`src/rtl/crossbar_ctrl_sequencer_if.sv`:
```
// Host-side bus of the crossbar control sequencer.
// master: host (drives config/commit/sweep requests, observes status)
// slave : sequencer (owns control, pending, busy, sweep_done, cfg_ready)
interface crossbar_ctrl_sequencer_if #(
  parameter int unsigned CTRL_W  = 5,
  parameter int unsigned DWELL_W = 8
);
  logic               cfg_valid;
  logic               cfg_ready;
  logic [CTRL_W-1:0]  cfg_data;
  logic               commit;
  logic               sweep_start;
  logic [DWELL_W-1:0] sweep_dwell;
  logic               sweep_abort;
  logic [CTRL_W-1:0]  control;
  logic               pending;
  logic               busy;
  logic               sweep_done;

  modport master (
    output cfg_valid, cfg_data, commit, sweep_start, sweep_dwell, sweep_abort,
    input  cfg_ready, control, pending, busy, sweep_done
  );

  modport slave (
    input  cfg_valid, cfg_data, commit, sweep_start, sweep_dwell, sweep_abort,
    output cfg_ready, control, pending, busy, sweep_done
  );
endinterface

```
`src/rtl/crossbar_ctrl_sequencer.sv`:
```
// Drives the control word of the 4x4 crossbar.
// A valid/ready config channel loads a shadow word; commit copies the shadow
// to the live control register in one cycle. Sweep mode steps control through
// every code 0..2^CTRL_W-1, holding each for a programmable dwell.
// Ports:
//   clk    - rising-edge clock
//   rst_n  - asynchronous active-low reset
//   bus    - slave side of crossbar_ctrl_sequencer_if (config, commit, sweep
//            control in; control, pending, busy, sweep_done, cfg_ready out)
module crossbar_ctrl_sequencer #(
  parameter int unsigned CTRL_W  = 5,
  parameter int unsigned DWELL_W = 8
) (
  input  logic                     clk,
  input  logic                     rst_n,
  crossbar_ctrl_sequencer_if.slave bus
);

  localparam logic [CTRL_W-1:0] CODE_LAST = '1;

  typedef enum logic [0:0] {
    ST_IDLE  = 1'b0,
    ST_SWEEP = 1'b1
  } state_e;

  state_e             state_q;
  logic [CTRL_W-1:0]  control_q;
  logic [CTRL_W-1:0]  shadow_q;
  logic               pending_q;
  logic               busy_q;
  logic               done_q;
  logic [DWELL_W-1:0] dwell_q;
  logic [DWELL_W-1:0] dwell_cnt_q;

  logic               cfg_accept_c;
  logic [DWELL_W-1:0] dwell_load_d;

  // Ready depends only on state so the host never sees a combinational loop.
  assign bus.cfg_ready = (state_q == ST_IDLE);
  assign cfg_accept_c  = bus.cfg_valid & (state_q == ST_IDLE);

  // A dwell of zero is treated as one cycle per code.
  assign dwell_load_d  = (bus.sweep_dwell == '0) ? DWELL_W'(1) : bus.sweep_dwell;

  // Sequencer state and all registered outputs.
  always_ff @(posedge clk or negedge rst_n) begin
    if (!rst_n) begin
      state_q     <= ST_IDLE;
      control_q   <= '0;
      shadow_q    <= '0;
      pending_q   <= 1'b0;
      busy_q      <= 1'b0;
      done_q      <= 1'b0;
      dwell_q     <= DWELL_W'(1);
      dwell_cnt_q <= DWELL_W'(1);
    end else begin
      done_q <= 1'b0;
      unique case (state_q)
        ST_IDLE: begin
          if (bus.sweep_start) begin
            // Sweep wins over commit; a concurrent config still lands in shadow.
            state_q     <= ST_SWEEP;
            busy_q      <= 1'b1;
            control_q   <= '0;
            dwell_q     <= dwell_load_d;
            dwell_cnt_q <= dwell_load_d;
            if (cfg_accept_c) begin
              shadow_q  <= bus.cfg_data;
              pending_q <= 1'b1;
            end
          end else if (bus.commit && cfg_accept_c) begin
            // Accept and commit together forward the incoming word directly.
            shadow_q  <= bus.cfg_data;
            control_q <= bus.cfg_data;
            pending_q <= 1'b0;
          end else if (bus.commit && pending_q) begin
            control_q <= shadow_q;
            pending_q <= 1'b0;
          end else if (cfg_accept_c) begin
            shadow_q  <= bus.cfg_data;
            pending_q <= 1'b1;
          end
        end

        ST_SWEEP: begin
          if (bus.sweep_abort) begin
            state_q <= ST_IDLE;
            busy_q  <= 1'b0;
          end else if (dwell_cnt_q == DWELL_W'(1)) begin
            if (control_q == CODE_LAST) begin
              // Final code fully held: stop without wrapping back to zero.
              state_q <= ST_IDLE;
              busy_q  <= 1'b0;
              done_q  <= 1'b1;
            end else begin
              control_q   <= control_q + CTRL_W'(1);
              dwell_cnt_q <= dwell_q;
            end
          end else begin
            dwell_cnt_q <= dwell_cnt_q - DWELL_W'(1);
          end
        end

        default: begin
          state_q <= ST_IDLE;
          busy_q  <= 1'b0;
        end
      endcase
    end
  end

  assign bus.control    = control_q;
  assign bus.pending    = pending_q;
  assign bus.busy       = busy_q;
  assign bus.sweep_done = done_q;

endmodule
```
`src/flat_wrapper.sv`:
```
// flat-port wrapper written by rule: the top's interface ports become plain ports
module crossbar_ctrl_sequencer_flat 
#(
  parameter int unsigned CTRL_W  = 5,
  parameter int unsigned DWELL_W = 8
)
  (clk, rst_n, bus_cfg_valid, bus_cfg_data, bus_commit, bus_sweep_start, bus_sweep_dwell, bus_sweep_abort, bus_cfg_ready, bus_control, bus_pending, bus_busy, bus_sweep_done);
  crossbar_ctrl_sequencer_if #(.CTRL_W(CTRL_W), .DWELL_W(DWELL_W)) bus_i ();
  input  logic clk;
  input  logic rst_n;
  input wire logic [$bits(bus_i.cfg_valid)-1:0] bus_cfg_valid;
  input wire logic [$bits(bus_i.cfg_data)-1:0] bus_cfg_data;
  input wire logic [$bits(bus_i.commit)-1:0] bus_commit;
  input wire logic [$bits(bus_i.sweep_start)-1:0] bus_sweep_start;
  input wire logic [$bits(bus_i.sweep_dwell)-1:0] bus_sweep_dwell;
  input wire logic [$bits(bus_i.sweep_abort)-1:0] bus_sweep_abort;
  output wire logic [$bits(bus_i.cfg_ready)-1:0] bus_cfg_ready;
  output wire logic [$bits(bus_i.control)-1:0] bus_control;
  output wire logic [$bits(bus_i.pending)-1:0] bus_pending;
  output wire logic [$bits(bus_i.busy)-1:0] bus_busy;
  output wire logic [$bits(bus_i.sweep_done)-1:0] bus_sweep_done;
  assign bus_i.cfg_valid = bus_cfg_valid;
  assign bus_i.cfg_data = bus_cfg_data;
  assign bus_i.commit = bus_commit;
  assign bus_i.sweep_start = bus_sweep_start;
  assign bus_i.sweep_dwell = bus_sweep_dwell;
  assign bus_i.sweep_abort = bus_sweep_abort;
  assign bus_cfg_ready = bus_i.cfg_ready;
  assign bus_control = bus_i.control;
  assign bus_pending = bus_i.pending;
  assign bus_busy = bus_i.busy;
  assign bus_sweep_done = bus_i.sweep_done;
  crossbar_ctrl_sequencer #(.CTRL_W(CTRL_W), .DWELL_W(DWELL_W)) u_core (.clk(clk), .rst_n(rst_n), .bus(bus_i));
endmodule
```
`config.mk`:
```
export PLATFORM = sky130hd
export DESIGN_NAME = crossbar_ctrl_sequencer_flat
export DESIGN_NICKNAME = d
export VERILOG_FILES = /design/src/rtl/crossbar_ctrl_sequencer_if.sv /design/src/rtl/crossbar_ctrl_sequencer.sv /design/src/flat_wrapper.sv
export SDC_FILE = /design/constraint.sdc
export NUM_CORES = 1
export LEC_CHECK = 0
export ABC_AREA = 1
export CAP_MARGIN = 20
export CORE_ASPECT_RATIO = 1.2
export CORE_MARGIN = 2
export CORE_UTILIZATION = 40
export DETAILED_ROUTE_END_ITERATION = 16
export PLACE_DENSITY = 0.69
export SYNTH_ARGS = -nofsm -noshare
export SYNTH_HDL_FRONTEND = slang
export SYNTH_SLANG_ARGS = --single-unit
```
`constraint.sdc`:
```
create_clock -name clk -period 1.95 [get_ports clk]
set_clock_uncertainty 0.2 [all_clocks]
set_input_delay 0.39 -clock clk [delete_from_list [all_inputs] [get_ports clk]]
set_output_delay 0.39 -clock clk [all_outputs]
set_load 0.005 [all_outputs]
```
# Yosys cells after proc, flatten, opt, wreduce, memory -nomap -nowiden
# Index checks and enable logic that the tools add are counted.
[word_totals]
ff_bits = 30
input_bits = 19
output_inout_bits = 9
wordCells = 66
[classes]
n_addsub = 2
n_eq_ne = 11
n_mux = 35
bitwise_logic = 2
reduce_logical = 8
[ops]
columns = ["op", "count"]
rows = [
  ["$mux W5", 10],
  ["$mux W8", 5],
  ["$mux W1", 16],
  ["$pmux W8 S2", 1],
  ["$pmux W5 S2", 1],
  ["$ne A3 B3 Y1 const B", 3],
  ["$eq A8 B1 Y1 const B", 1],
  ["$logic_not A8 Y1", 1],
  ["$ne A2 B2 Y1 const B", 4],
  ["$sub A8 B1 Y8 const B", 1],
  ["$reduce_and A3 Y1", 2],
  ["$add A5 B1 Y5 const B", 1],
  ["$eq A5 B5 Y1 const B", 1],
  ["$ne A4 B2 Y1 const B", 1],
  ["$pmux W1 S2", 2],
  ["$reduce_and A2 Y1", 2],
  ["$reduce_and A4 Y1", 1],
  ["$ne A3 B2 Y1 const B", 1],
  ["$logic_and A1 B1 Y1", 2],
  ["$and A1 B1 Y1", 1],
  ["$not A1 Y1", 1],
]

# Longest topological paths before layout
[logic_depth]
depth_word = 6
ltp_mapped = 11
ltp_nobuf = 11

# Worst setup path after synthesis
# Ideal clock, no wire load.
[synth_path]
path_kind = "reg-to-reg"
start = "reg u_core.control_q[0] (netlist: u_core.bus.control[0])"
end = "reg u_core.control_q[3] (netlist: u_core.bus.control[3])"
setup_time_ps = 74
arrival_ps = 1445
required_time_ps = 1676
setup_slack_ps = 231
path_stages_with_launch = 12
path_buffers = 0
synth_period_minus_slack_ps = 1719
cell_sequence = "dfrtp_1 ha_1 nand2_1 nor2_1 ha_1 nor2_1 nand2_2 nand2_1 nand2_4 inv_6 nand2_2 o21ai_2"
[synth_between]
elab_chain_cells = 5
elab_cells_between_ends = 8
cone_classes = "1 x add/sub; 2 x eq/ne; 4 x mux; 1 x reduce/logical"
[synth_rtl]
columns = ["element", "line", "source"]
rows = [
  ["start, declared", "crossbar_ctrl_sequencer.sv:27", "logic [CTRL_W-1:0] control_q;"],
  ["start signal, assigned", "crossbar_ctrl_sequencer.sv:74", "control_q <= bus.cfg_data;"],
  ["start signal, assigned", "crossbar_ctrl_sequencer.sv:77", "control_q <= shadow_q;"],
  ["start signal, assigned", "crossbar_ctrl_sequencer.sv:96", "control_q <= control_q + CTRL_W'(1);"],
  ["$add A5 B1 Y5", "crossbar_ctrl_sequencer.sv:96", ""],
  ["$mux W5", "crossbar_ctrl_sequencer.sv:90", "if (control_q == CODE_LAST) begin"],
  ["$mux W5", "crossbar_ctrl_sequencer.sv:89", "end else if (dwell_cnt_q == DWELL_W'(1)) begin"],
  ["$mux W5", "crossbar_ctrl_sequencer.sv:86", "if (bus.sweep_abort) begin"],
  ["$pmux W5 S2", "crossbar_ctrl_sequencer.sv:58", "unique case (state_q)"],
]
# Parallel ways exist; a longest one is shown, timed or not. The select of a mux whose other input is x is not followed.
# A chain may end at the register's enable or synchronous reset.

# Worst setup path in the final report
[layout_path]
start = "reg u_core.state_q"
end = "out bus_cfg_ready"
[layout_between]
elab_chain_cells = 1
[layout_rtl]
columns = ["element", "line", "source"]
rows = [
  ["start, declared", "crossbar_ctrl_sequencer.sv:26", "state_e state_q;"],
  ["start signal, assigned", "crossbar_ctrl_sequencer.sv:48", "state_q <= ST_IDLE;"],
  ["start signal, assigned", "crossbar_ctrl_sequencer.sv:62", "state_q <= ST_SWEEP;"],
  ["start signal, assigned", "crossbar_ctrl_sequencer.sv:87", "state_q <= ST_IDLE;"],
  ["$not A1 Y1 (no source line)", "-", ""],
  ["end, declared", "flat_wrapper.sv:17", "output wire logic [$bits(bus_i.cfg_ready)-1:0] bus_cfg_ready;"],
]
# No other way between the ends.

==> metrics.md <==
| Metric | Value |
|---|---|
| Outcome | finished clean |
| Finished Layout Cells | 342 |
| Inserted Diodes | 0 |
| CTS Buf Count | 5 |
| Post-synth EDFFs | 0 |
| Largest net degree at the start of global routing | 31 |
| Die Span Y | just under 80 um |
| Core area | between 4000 and 5000 um^2 |
| Clock Power Share | 0.239 |
| Final hold vios | 0 |
| Internal power | 1.62 mW |
| Grt total ovfl | 0 |
| Met3 wire len | approximately 160 um |
| Max Fclk | approximately 0.53 GHz |
| Met2 wire length | ~1900 um |
| Initial DRC Count | 75 |
| Detailed Route WL | just over 4000 um |
| Worst-case clock buffer depth | 2 |
| Initial DRT Pass Iterations | 4 |
| R2r startpoint | u_core.bus.control[0]$_DFFE_PN0P_ |
| Final ANT Viol Nets | 0 |
| Worst hold path class | input port to asynchronous set/reset pin |
| Post-synthesis compound-gate area fraction | 0.110 |
| Clk Latency, worst-skew pair | around 0.28 ns |
| PwrDens | around 1100 nW/um^2 |
| Die Wd | about 65 um |
| # fillers | approximately 420 |
| Yosys cell types | 25 |
| Area leader, netlist | dfrtp_1 |
| Vias in the first global route | about 1600 |
| Boundary pin count | 28 |
| R2R setup slack | between 0.1 and 0.15 ns |
| Ys async rst share | 1.00 |
| Critical Path AT | around 1.3 ns |
| Dpl cells | 332 |
| CTS tree | yes |
| Avg Cell Area, Syn | about 7.3 um^2 |
| Slew margin rel. | 0.748 |
| Routed WL per cell | about 12 um |
| Syn Inst Count | roughly 250 |
| Worst path required time | approximately 1.4 ns |
| Yosys reg bits | 30 |
| Mapped cell area | ~1800 um^2 |
| Post-synth top area share | 0.391 |
| Cts hold-fix bufs | 0 |
| Clk sinks | 30 |
| Combinational power share | 0.389 |
| CTS clk-pin slew, worst paths | approximately 0.07 ns |
| CP Max Fanout | 5 |
| Max-Cap Viols | 0 |
| Min cycle time layout | 1.88 ns |
| H-tree depth | 2 |
| Mapped Nets | 270 |
| Setup TNS Final | 0 ns |
| LEAKAGE | 1.14 nW |
| Simple-gate share of the synthesized area | 0.361 |
| Switching part of the total power | 0.374 |
| Rows | 26 |
| FF-to-FF End | u_core.dwell_cnt_q[7]$_DFFE_PN0P_ |
| Post-synthesis mux area share | 0 |
| Highest routing layer actually used | met4 |
| Switch Pwr | 0.966 mW |
| Post-Synth Adder-Cell Area | 0.0279 |
| Clock root cell | clkbuf_8 |
| Via count | about 1700 |
| Slew Viols, Final | 0 |
| VDD IR-drop max | about 0.52 mV |
| P&R area growth vs syn | 28.5% |
| Final Cycle Share | 0.964 |
| CP Class | flop to output port |
| Critical Path End | bus_cfg_ready |
| Worst setup SP type | flop |
| Drt via density | 4.87 |
| Crit. Startpoint | u_core.state_q$_DFF_PN0_ |
| Initial antenna violation count | 0 |
| Sequential area share after synthesis | 0.420 |
| Main area contributors after synthesis | dfrtp_1, nand2_1, nand3_1 |
| Share of cells above drive strength 1 | 0.150 |
| Ys Warns | 0 |
| Setup violators final | 0 |
| R2R depth | 9 |
| Largest family of logic cells by synthesized area | simple AND/OR/NAND/NOR gates |
| Met1 Routed Length | slightly below 2000 um |
| Initial cell density of the core | 0.418 |
| First-pass GRT wire length | a little over 7000 um |
| Nets@finish | around 310 |
| Full die area | just over 5000 um^2 |
| IO Port Bufs | 27 |
| Critical Path Sink Type | output port |
| Sequential group share of total power | 0.372 |
| # DRC | 0 |
| Tightest Pin Transition | about 0.38 ns |
| XOR/XNOR Fraction of Synth Area | 0.00488 |
| Predominant post-synthesis flop cell | dfrtp_1 |
| Placer Congestion | between 0.8 and 0.9 |
| Hpwl dp | just over 3000 um |
| GRT Overall Usage | 0.182 |
worst max-delay path, stage by stage, from the launching register on:
cell and delay [ns]:
dfrtp_1 0.40, inv_4 0.10, clkdlybuf4s50_1 0.51
flip-flops by register name, indices dropped and copies added, names as in the netlist:
| name | cells |
|---|---|
| u_core.bus.busy | 1 |
| u_core.bus.control | 5 |
| u_core.bus.pending | 1 |
| u_core.bus.sweep_done | 1 |
| u_core.dwell_cnt_q | 8 |
| u_core.dwell_q | 8 |
| u_core.shadow_q | 5 |
| u_core.state_q | 1 |
worst min path at each step:
stage               slack (ns)                           from  cells past startpoint                            end
detailed placement        0.28  u_core.dwell_q[4]$_DFFE_PN0P_                      2  u_core.dwell_q[4]$_DFFE_PN0P_
global placement          0.25    u_core.bus.busy$_DFFE_PN0P_                      2    u_core.bus.busy$_DFFE_PN0P_
floorplan                -0.11                          rst_n                      0    u_core.bus.busy$_DFFE_PN0P_
CTS                       0.29  u_core.dwell_q[4]$_DFFE_PN0P_                      2  u_core.dwell_q[4]$_DFFE_PN0P_
global route              0.31    u_core.bus.busy$_DFFE_PN0P_                      2    u_core.bus.busy$_DFFE_PN0P_
finish                    0.29                          rst_n                      2  u_core.dwell_q[3]$_DFFE_PN0P_
power groups by stage:
stage | Sequential (mW) | Combinational, mW | Clock (mW)
2_1_floorplan | 0.949 | 0.645 | 0
3_3_place_gp | 0.971 | 0.960 | 0
3_5_place_dp | 0.975 | 0.978 | 0
4_1_cts | 0.964 | 0.984 | 0.624
5_1_grt | 0.984 | 1.16 | 0.662
6_report | 0.961 | 1.01 | 0.617
layout make-up:
| class | count | area [um^2] | area share |
|---|---|---|---|
| clock buffers | 5 | 68.8 | 0.0299 |
| clock inverters | 3 | 40.0 | 0.0174 |
| inverters | 30 | 120 | 0.0521 |
| multi-input cells | 183 | 908 | 0.394 |
| flip-flops and latches | 30 | 753 | 0.327 |
| well taps | 56 | 70.1 | 0.0304 |
| repair buffers | 35 | 343 | 0.149 |
routing by layer:
| layer | global-route usage | vias to the layer above |
|---|---|---|
| met2 | 0.286 | 31 |
| met4 | 0.0625 | 0 |
| met1 | 0.252 | 753 |
| li1 | - | 877 |
| met5 | 0 | - |
| met3 | 0.0362 | 4 |
synth_stat cells, types with 4 or more instances:
| cell | count |
|---|---|
| nand2_1 | 77 |
| o21ai_0 | 18 |
| nor2_1 | 23 |
| inv_2 | 4 |
| dfrtp_1 | 28 |
| inv_1 | 25 |
| nand3_1 | 23 |
| a21oi_1 | 10 |
| nand2_2 | 5 |
| ha_1 | 4 |
| nand2_4 | 4 |
through the flow:
stage | hold slack [ns] | worst slack [ns] | total power [mW] | instance area, um^2 | util
floorplan | -0.106 | 0.231 | 1.59 | 1790 | -
global placement | 0.253 | 0.0967 | 1.93 | 2160 | 0.503
detailed placement | 0.278 | 0.0660 | 1.95 | 2160 | 0.503
CTS | 0.294 | 0.0296 | 2.57 | 2270 | 0.528
global route | 0.306 | -0.00241 | 2.80 | 2300 | 0.536
finish | 0.288 | 0.0703 | 2.58 | 2300 | 0.536
repair_timing:
| item | in CTS | in global routing |
|---|---|---|
| endpoints found under the setup margin | 0 | 8 |
| buffers inserted | 0 | 2 |
| resized for setup | 0 | 3 |
logic make-up after synthesis:
family	Yosys count
XOR/XNOR	1
buffers and inverters	34
AND/OR/NAND/NOR	142
AO/OA/AOI/OAI	36
adder cells (fa/ha/maj)	4
flip-flops	30
placed cells by master, fill, tap and decap left out, types with 2 or more instances in the layout:
cell | Yosys | layout
nor2_4 | 3 | 3
a21oi_1 | 10 | 10
o21ai_0 | 18 | 18
nand2_2 | 5 | 6
nand4_1 | 3 | 3
o211ai_1 | 2 | 2
clkinv_2 | 0 | 2
ha_1 | 4 | 4
clkdlybuf4s50_1 | 0 | 27
dfstp_2 | 2 | 2
nor2_1 | 23 | 22
nor2_2 | 2 | 3
clkbuf_8 | 0 | 5
o21ai_2 | 3 | 3
dfrtp_1 | 28 | 28
inv_1 | 25 | 25
inv_2 | 4 | 3
nand2_1 | 77 | 76
nand2_4 | 4 | 4
o21ai_1 | 2 | 2
buf_4 | 0 | 7
nand3_1 | 23 | 23
(Power assumes the default switching activity.)
